`config.mk`:
```
export PLATFORM = sky130hd
export DESIGN_NAME = rename
export DESIGN_NICKNAME = d
export VERILOG_FILES = /design/src/rtl/rename_pkg.sv /design/src/rtl/rename_freelist.sv /design/src/rtl/rename.sv
export SDC_FILE = /design/constraint.sdc
export NUM_CORES = 1
export LEC_CHECK = 0
export ABC_CLOCK_PERIOD_IN_PS = 5300
export CAP_MARGIN = 10
export CORE_UTILIZATION = 55
export CTS_CLUSTER_DIAMETER = 60
export CTS_CLUSTER_SIZE = 12
export DETAILED_ROUTE_END_ITERATION = 10
export PLACE_DENSITY = 0.75
export SYNTH_ARGS = -nofsm -noshare
export SYNTH_HDL_FRONTEND = slang
export SYNTH_SLANG_ARGS = --single-unit
```
`constraint.sdc`:
```
create_clock -name clk -period 5.3 [get_ports clk]
set_clock_uncertainty 0.1 [all_clocks]
set_input_delay 0.795 -clock clk [delete_from_list [all_inputs] [get_ports clk]]
set_output_delay 0.795 -clock clk [all_outputs]
set_load 0.005 [all_outputs]
```
`src/rtl/rename_pkg.sv`:
```
// Shared types and widths for the rename stage: decoded/renamed instruction
// records, commit records and RAT entries.
package rename_pkg;

  localparam int unsigned PRF_ENTRIES  = 64;
  localparam int unsigned ARF_ENTRIES  = 32;
  localparam int unsigned COMMIT_PORTS = 1;

  localparam int unsigned PREG_ID_BITS = $clog2(PRF_ENTRIES);
  localparam int unsigned AREG_ID_BITS = $clog2(ARF_ENTRIES);
  localparam int unsigned ID_BITS      = 8;

  typedef logic [PREG_ID_BITS-1:0] preg_id_t;
  typedef logic [AREG_ID_BITS-1:0] areg_id_t;
  typedef logic [ID_BITS-1:0]      seq_id_t;
  typedef logic [PREG_ID_BITS:0]   fl_count_t;

  typedef enum logic [1:0] {FU_ALU, FU_MUL, FU_LSU, FU_BRU} fu_t;

  typedef struct packed {
    logic [31:0] pc;
    logic [31:0] imm;
    fu_t         fu;
    logic [3:0]  op;
    areg_id_t    rd;
    areg_id_t    rs1;
    areg_id_t    rs2;
    logic        rd_valid;
    logic        rs1_valid;
    logic        rs2_valid;
  } si_t;

  typedef struct packed {
    seq_id_t  id;
    preg_id_t prd;
    preg_id_t prs1;
    preg_id_t prs2;
    logic     prs1_renammed;
    logic     prs2_renammed;
    si_t      si;
  } di_t;

  typedef struct packed {
    areg_id_t rd;
    preg_id_t prd;
    logic     rd_valid;
  } commit_t;

  typedef struct packed {
    preg_id_t preg;
    logic     renamed;
  } rat_entry_t;

  // x0 is hardwired, so only a valid non-zero register takes part in renaming.
  function automatic logic writes_areg(input logic valid, input areg_id_t r);
    return valid && (r != '0);
  endfunction

endpackage

```
`src/rtl/rename_freelist.sv`:
```
// Circular free list of physical registers: one pop, NR_COMMIT_PORTS pushes
// per cycle. Reset and flush both reload the identity contents 0..PRFSIZE-1.
module rename_freelist
  import rename_pkg::*;
#(
  parameter int unsigned PRFSIZE         = PRF_ENTRIES,
  parameter int unsigned NR_COMMIT_PORTS = COMMIT_PORTS
) (
  input  logic                       clk,
  input  logic                       rst,
  input  logic                       flush,
  input  logic                       pop,
  input  logic [NR_COMMIT_PORTS-1:0] push,
  input  preg_id_t                   push_preg [NR_COMMIT_PORTS],
  output preg_id_t                   head_preg,
  output fl_count_t                  count,
  output logic                       empty
);

  preg_id_t           mem [PRFSIZE];
  preg_id_t           head;
  preg_id_t           tail;
  preg_id_t           push_idx [NR_COMMIT_PORTS];
  fl_count_t          n_push;
  logic [PRFSIZE-1:0] is_free;

  assign head_preg = mem[head];
  assign empty     = (count == '0);

  // Pushes land in port order, each slot offset by the earlier valid pushes.
  always_comb begin
    n_push = '0;
    for (int unsigned p = 0; p < NR_COMMIT_PORTS; p++) begin
      push_idx[p] = tail + n_push[PREG_ID_BITS-1:0];
      n_push      = n_push + fl_count_t'(push[p]);
    end
  end

  always_ff @(posedge clk) begin
    if (rst || flush) begin
      for (int unsigned i = 0; i < PRFSIZE; i++) mem[i] <= preg_id_t'(i);
      head    <= '0;
      tail    <= '0;
      count   <= fl_count_t'(PRFSIZE);
      is_free <= '1;
    end else begin
      if (pop) begin
        head             <= head + preg_id_t'(1);
        is_free[head_preg] <= 1'b0;
      end
      for (int unsigned p = 0; p < NR_COMMIT_PORTS; p++) begin
        if (push[p]) begin
          assert (!is_free[push_preg[p]]);
          mem[push_idx[p]]      <= push_preg[p];
          is_free[push_preg[p]] <= 1'b1;
        end
      end
      tail  <= tail + n_push[PREG_ID_BITS-1:0];
      count <= count - fl_count_t'(pop) + n_push;
    end
  end

endmodule

```
`src/rtl/rename.sv`:
```
// Rename stage: allocates physical destinations from the free list, looks up
// sources in the RAT, tags each instruction with a sequence id, retires on commit.
module rename
  import rename_pkg::*;
#(
  parameter int unsigned PRFSIZE         = PRF_ENTRIES,
  parameter int unsigned ARFSIZE         = ARF_ENTRIES,
  parameter int unsigned NR_COMMIT_PORTS = COMMIT_PORTS
) (
  input  logic                       clk,
  input  logic                       rst,
  input  si_t                        si_i,
  input  logic                       si_i_valid,
  output logic                       si_i_ready,
  output di_t                        di_o,
  output logic                       di_o_valid,
  input  logic                       di_o_ready,
  input  commit_t                    commit_i [NR_COMMIT_PORTS],
  input  logic [NR_COMMIT_PORTS-1:0] commit_i_valid,
  input  logic                       flush_i
);

  rat_entry_t                 rat [ARFSIZE];
  seq_id_t                    seq;
  logic                       needs_alloc;
  logic                       accept;
  logic                       alloc;
  logic                       fl_empty;
  preg_id_t                   fl_head;
  fl_count_t                  fl_count;
  logic [NR_COMMIT_PORTS-1:0] push;
  preg_id_t                   push_preg [NR_COMMIT_PORTS];
  di_t                        di_next;

  assign needs_alloc = writes_areg(si_i.rd_valid, si_i.rd);
  assign si_i_ready  = !flush_i && (!di_o_valid || di_o_ready) && (!needs_alloc || !fl_empty);
  assign accept      = si_i_valid && si_i_ready;
  assign alloc       = accept && needs_alloc;

  always_comb begin
    for (int unsigned p = 0; p < NR_COMMIT_PORTS; p++) begin
      push[p]      = commit_i_valid[p] && writes_areg(commit_i[p].rd_valid, commit_i[p].rd);
      push_preg[p] = commit_i[p].prd;
    end
  end

  rename_freelist #(
    .PRFSIZE         (PRFSIZE),
    .NR_COMMIT_PORTS (NR_COMMIT_PORTS)
  ) u_freelist (
    .clk       (clk),
    .rst       (rst),
    .flush     (flush_i),
    .pop       (alloc),
    .push      (push),
    .push_preg (push_preg),
    .head_preg (fl_head),
    .count     (fl_count),
    .empty     (fl_empty)
  );

  // Sources read the RAT as it stood before this instruction's own update.
  always_comb begin
    di_next               = '0;
    di_next.id            = seq;
    di_next.prd           = needs_alloc ? fl_head : '0;
    di_next.prs1          = rat[si_i.rs1].preg;
    di_next.prs2          = rat[si_i.rs2].preg;
    di_next.prs1_renammed = rat[si_i.rs1].renamed && writes_areg(si_i.rs1_valid, si_i.rs1);
    di_next.prs2_renammed = rat[si_i.rs2].renamed && writes_areg(si_i.rs2_valid, si_i.rs2);
    di_next.si            = si_i;
  end

  always_ff @(posedge clk) begin
    if (rst) begin
      di_o       <= '0;
      di_o_valid <= 1'b0;
      seq        <= '0;
      for (int unsigned i = 0; i < ARFSIZE; i++) rat[i] <= '0;
    end else if (flush_i) begin
      di_o_valid <= 1'b0;
      for (int unsigned i = 0; i < ARFSIZE; i++) rat[i].renamed <= 1'b0;
    end else begin
      assert (fl_count <= fl_count_t'(PRFSIZE));
      for (int unsigned p = 0; p < NR_COMMIT_PORTS; p++) begin
        if (push[p] && rat[commit_i[p].rd].preg == commit_i[p].prd)
          rat[commit_i[p].rd].renamed <= 1'b0;
      end
      // Written after the commit loop so a same-cycle rename of rd wins.
      if (alloc) rat[si_i.rd] <= '{preg: fl_head, renamed: 1'b1};
      if (accept) begin
        di_o       <= di_next;
        di_o_valid <= 1'b1;
        seq        <= seq + seq_id_t'(1);
      end else if (di_o_ready) begin
        di_o_valid <= 1'b0;
      end
    end
  end

  assert property (@(posedge clk)
    (!rst && !flush_i && di_o_valid && !di_o_ready) |=> $stable(di_o));

endmodule

```
==> results_dict.tcl <==
set metrics [dict create \
    ant_nets 0 \
    hold_class "reg -> reg" \
    yosysWarnings 0 \
    dr.pass1.iters 6 \
    p_per_area_nw_per_um2 314 \
    drive_above_1_share 0.175 \
    status "complete, no violations" \
    postSynthAreaPerCell_um2 13.0 \
    ir_worst_vdd_uv 266 \
    grt_util_all_layers 0.325 \
    rsz0062_at_grt "no" \
    critPathMaxStageDelay_ns 0.93 \
    worst-endpoint-arrival_ns 4.92 \
    cp_max_fo 52 \
    routed_via_density 6.72 \
    core-area_um2 66200 \
    maxSlewHeadroom 0.183 \
    tightest_slew_ns 1.22 \
    max_clock_freq_ghz 0.220 \
    grt-ovfl-total 0 \
    fin_util 0.637 \
    maxCapViolCount 0 \
    worstPathRequired_ns 5.68 \
    ys_types 83 \
    period_minus_slack_ns 4.54 \
    setup_slack_ns 0.763 \
    path_common_cell "buf_4" \
    cts-buffers-inserted 76 \
    post_cts_resized 0 \
    min_delay_path_depth 2 \
    synthCells 2853 \
    ff2ff_path_depth 9 \
    rows 94 \
    ios 224 \
    area_growth_pct 13.9 \
    hold_buffers 0 \
    antenna_found_initial 8 \
    drc 0 \
    critPathSlowestCell "nor4_1" \
    dieArea_um2 68400 \
    totalWireLength_mm 111 \
    cp-end-kind "flip-flop" \
    yosys.cell_count.top_type "edfxtp_1" \
    p_leak_nw 14.1 \
    num_vias 26100 \
    finalPower_mw 13.2 \
    grt_max_degree 113 \
    syn_area_um2 37000 \
    tritoncts "yes" \
    final-hold-violation-count 0 \
    die_height_um 261 \
    setup_viol 0 \
    ctsLongestPathBuffers 3 \
    ys_seq_area_frac 0.565 \
    place_congestion 0.994 \
    synth-edff-count 576 \
    grt_first_pass_wirelength_mm 162 \
    cts-htree-levels 3 \
    port_buffers 223 \
    yosysTopAreaCell "edfxtp_1" \
    slew_violations 0 \
    synth-seq-cells 757 \
    clk_latency_ns 0.66 \
    die_x_um 261 \
    cts.clk_slew.worst_paths_ns 0.06 \
    grt_pass1_vias 24800 \
    synthTopCellsByCount "edfxtp_1 (576), nor2_1 (283), nand2_1 (272)" \
    cts.sinks 757 \
    synth.area.top_cells "edfxtp_1 (47%), mux4_2 (16%), dfxtp_1 (9.8%), nor2_1 (2.9%), nand2_1 (2.8%)" \
    initialDrtViolationCount 3537 \
    initial_core_util 0.559 \
    min-delay-start "di_o[9]" \
    yosysTopAreaCellShare 0.467 \
    dp.final_hpwl_mm 76.6 \
    nets 3091 \
    crit_start "commit_i[8]" \
    cts_root_buffer "clkbuf_16" \
    post_cts_buffers 0 \
    path_cells "buf_4, buf_4, mux2i_1, o22ai_1, nor4_1, a31oi_2, nor4b_4, a31oi_1" \
    crit_type "in -> reg" \
    min_period_over_period 0.856 \
    wl_per_cell_um 28.7 \
    ys.flop_type "edfxtp_1" \
    setup.worst_path.start_class "primary input" \
    timing.setup.tns_ns 0 \
    ys_async_sr_fraction 0 \
    dp_slack_ns 0.362 \
]
-- stage by stage --
step                hold WS [ns]  cells  cell area (um2)
finish                     0.352   3882            42200
global route               0.372   3881            42200
CTS                        0.355   3881            42200
detailed placement         0.347   3757            39800
global placement           0.340   3757            39800
floorplan                  0.337   2858            37000
-- final cells by class --
class                           instances  area [um2]
Antenna cell                            1        2.50
Clock buffer                          108        2050
Clock inverter                         16         258
Fill cell                            4783       24100
Inverter                               13        56.3
Multi-Input combinational cell       1808       14900
Sequential cell                       757       20900
Tap cell                              864        1080
Timing Repair Buffer                  315        2920
-- cell families (layout without fill, tap and decap cells) --
logic type / after synthesis / count (layout) / share of synthesized area
simple gates: 1079 / 1079 / 0.149
flops: 757 / 757 / 0.565
mux: 362 / 362 / 0.188
compound gates: 327 / 327 / 0.0531
buf+inv: 293 / 452 / 0.0352
xor+xnor: 20 / 20 / 0.00493
fa+ha+maj: 14 / 14 / 0.00493
other cells: 1 / 7 / 0.000101
-- sequential cells by signal, summed over array words and instances, names as in the netlist, named ones only --
signal / cells
rat: 223
u_freelist.head: 6
u_freelist.mem: 384
u_freelist.tail: 6
u_freelist.count: 7
seq: 8
di_o_valid: 1
di_o: 116
-- worst max-delay path: cells and delay by family --
kind / cells / cell delay, ns
simple gates: 2 / 1.71
buf+inv: 2 / 1.05
compound gates: 3 / 0.82
mux: 1 / 0.46
-- final timing paths --
kind | to | slack [ns]
max | rat[4][0] | 0.76
min | di_o[9] | 0.35
max reg2reg | di_o[107] | 1.43
min reg2reg | di_o[9] | 0.35
-- report_power, final --
group | internal [mW] | switching, mW | leakage [nW]
clock | 2.82 | 2.35 | 1.11
combinational | 0.551 | 0.748 | 5.75
sequential | 6.61 | 0.135 | 7.26
-- routing by layer --
layer,share of wire,track usage,vias to the layer above,wire (um)
li1,-,-,11000,-
met1,0.37,0.437,13000,41400
met2,0.46,0.508,1828,51200
met3,0.13,0.0906,273,14500
met4,0.038,0.115,10,4210
met5,0.00059,0,-,66
-- cells in the final DEF, fill, tap and decap left out, types with 77 or more instances in the layout --
master           Yosys  routed
a21oi_1            116     116
nor2_1             283     276
dfxtp_1            181     178
clkdlybuf4s50_1      0     213
clkbuf_16            0      77
mux2i_1             94      94
buf_4                3      93
or3_1              136     136
nand2_1            272     271
edfxtp_1           576     576
mux4_2             266     266
(Power assumes the default switching activity.)
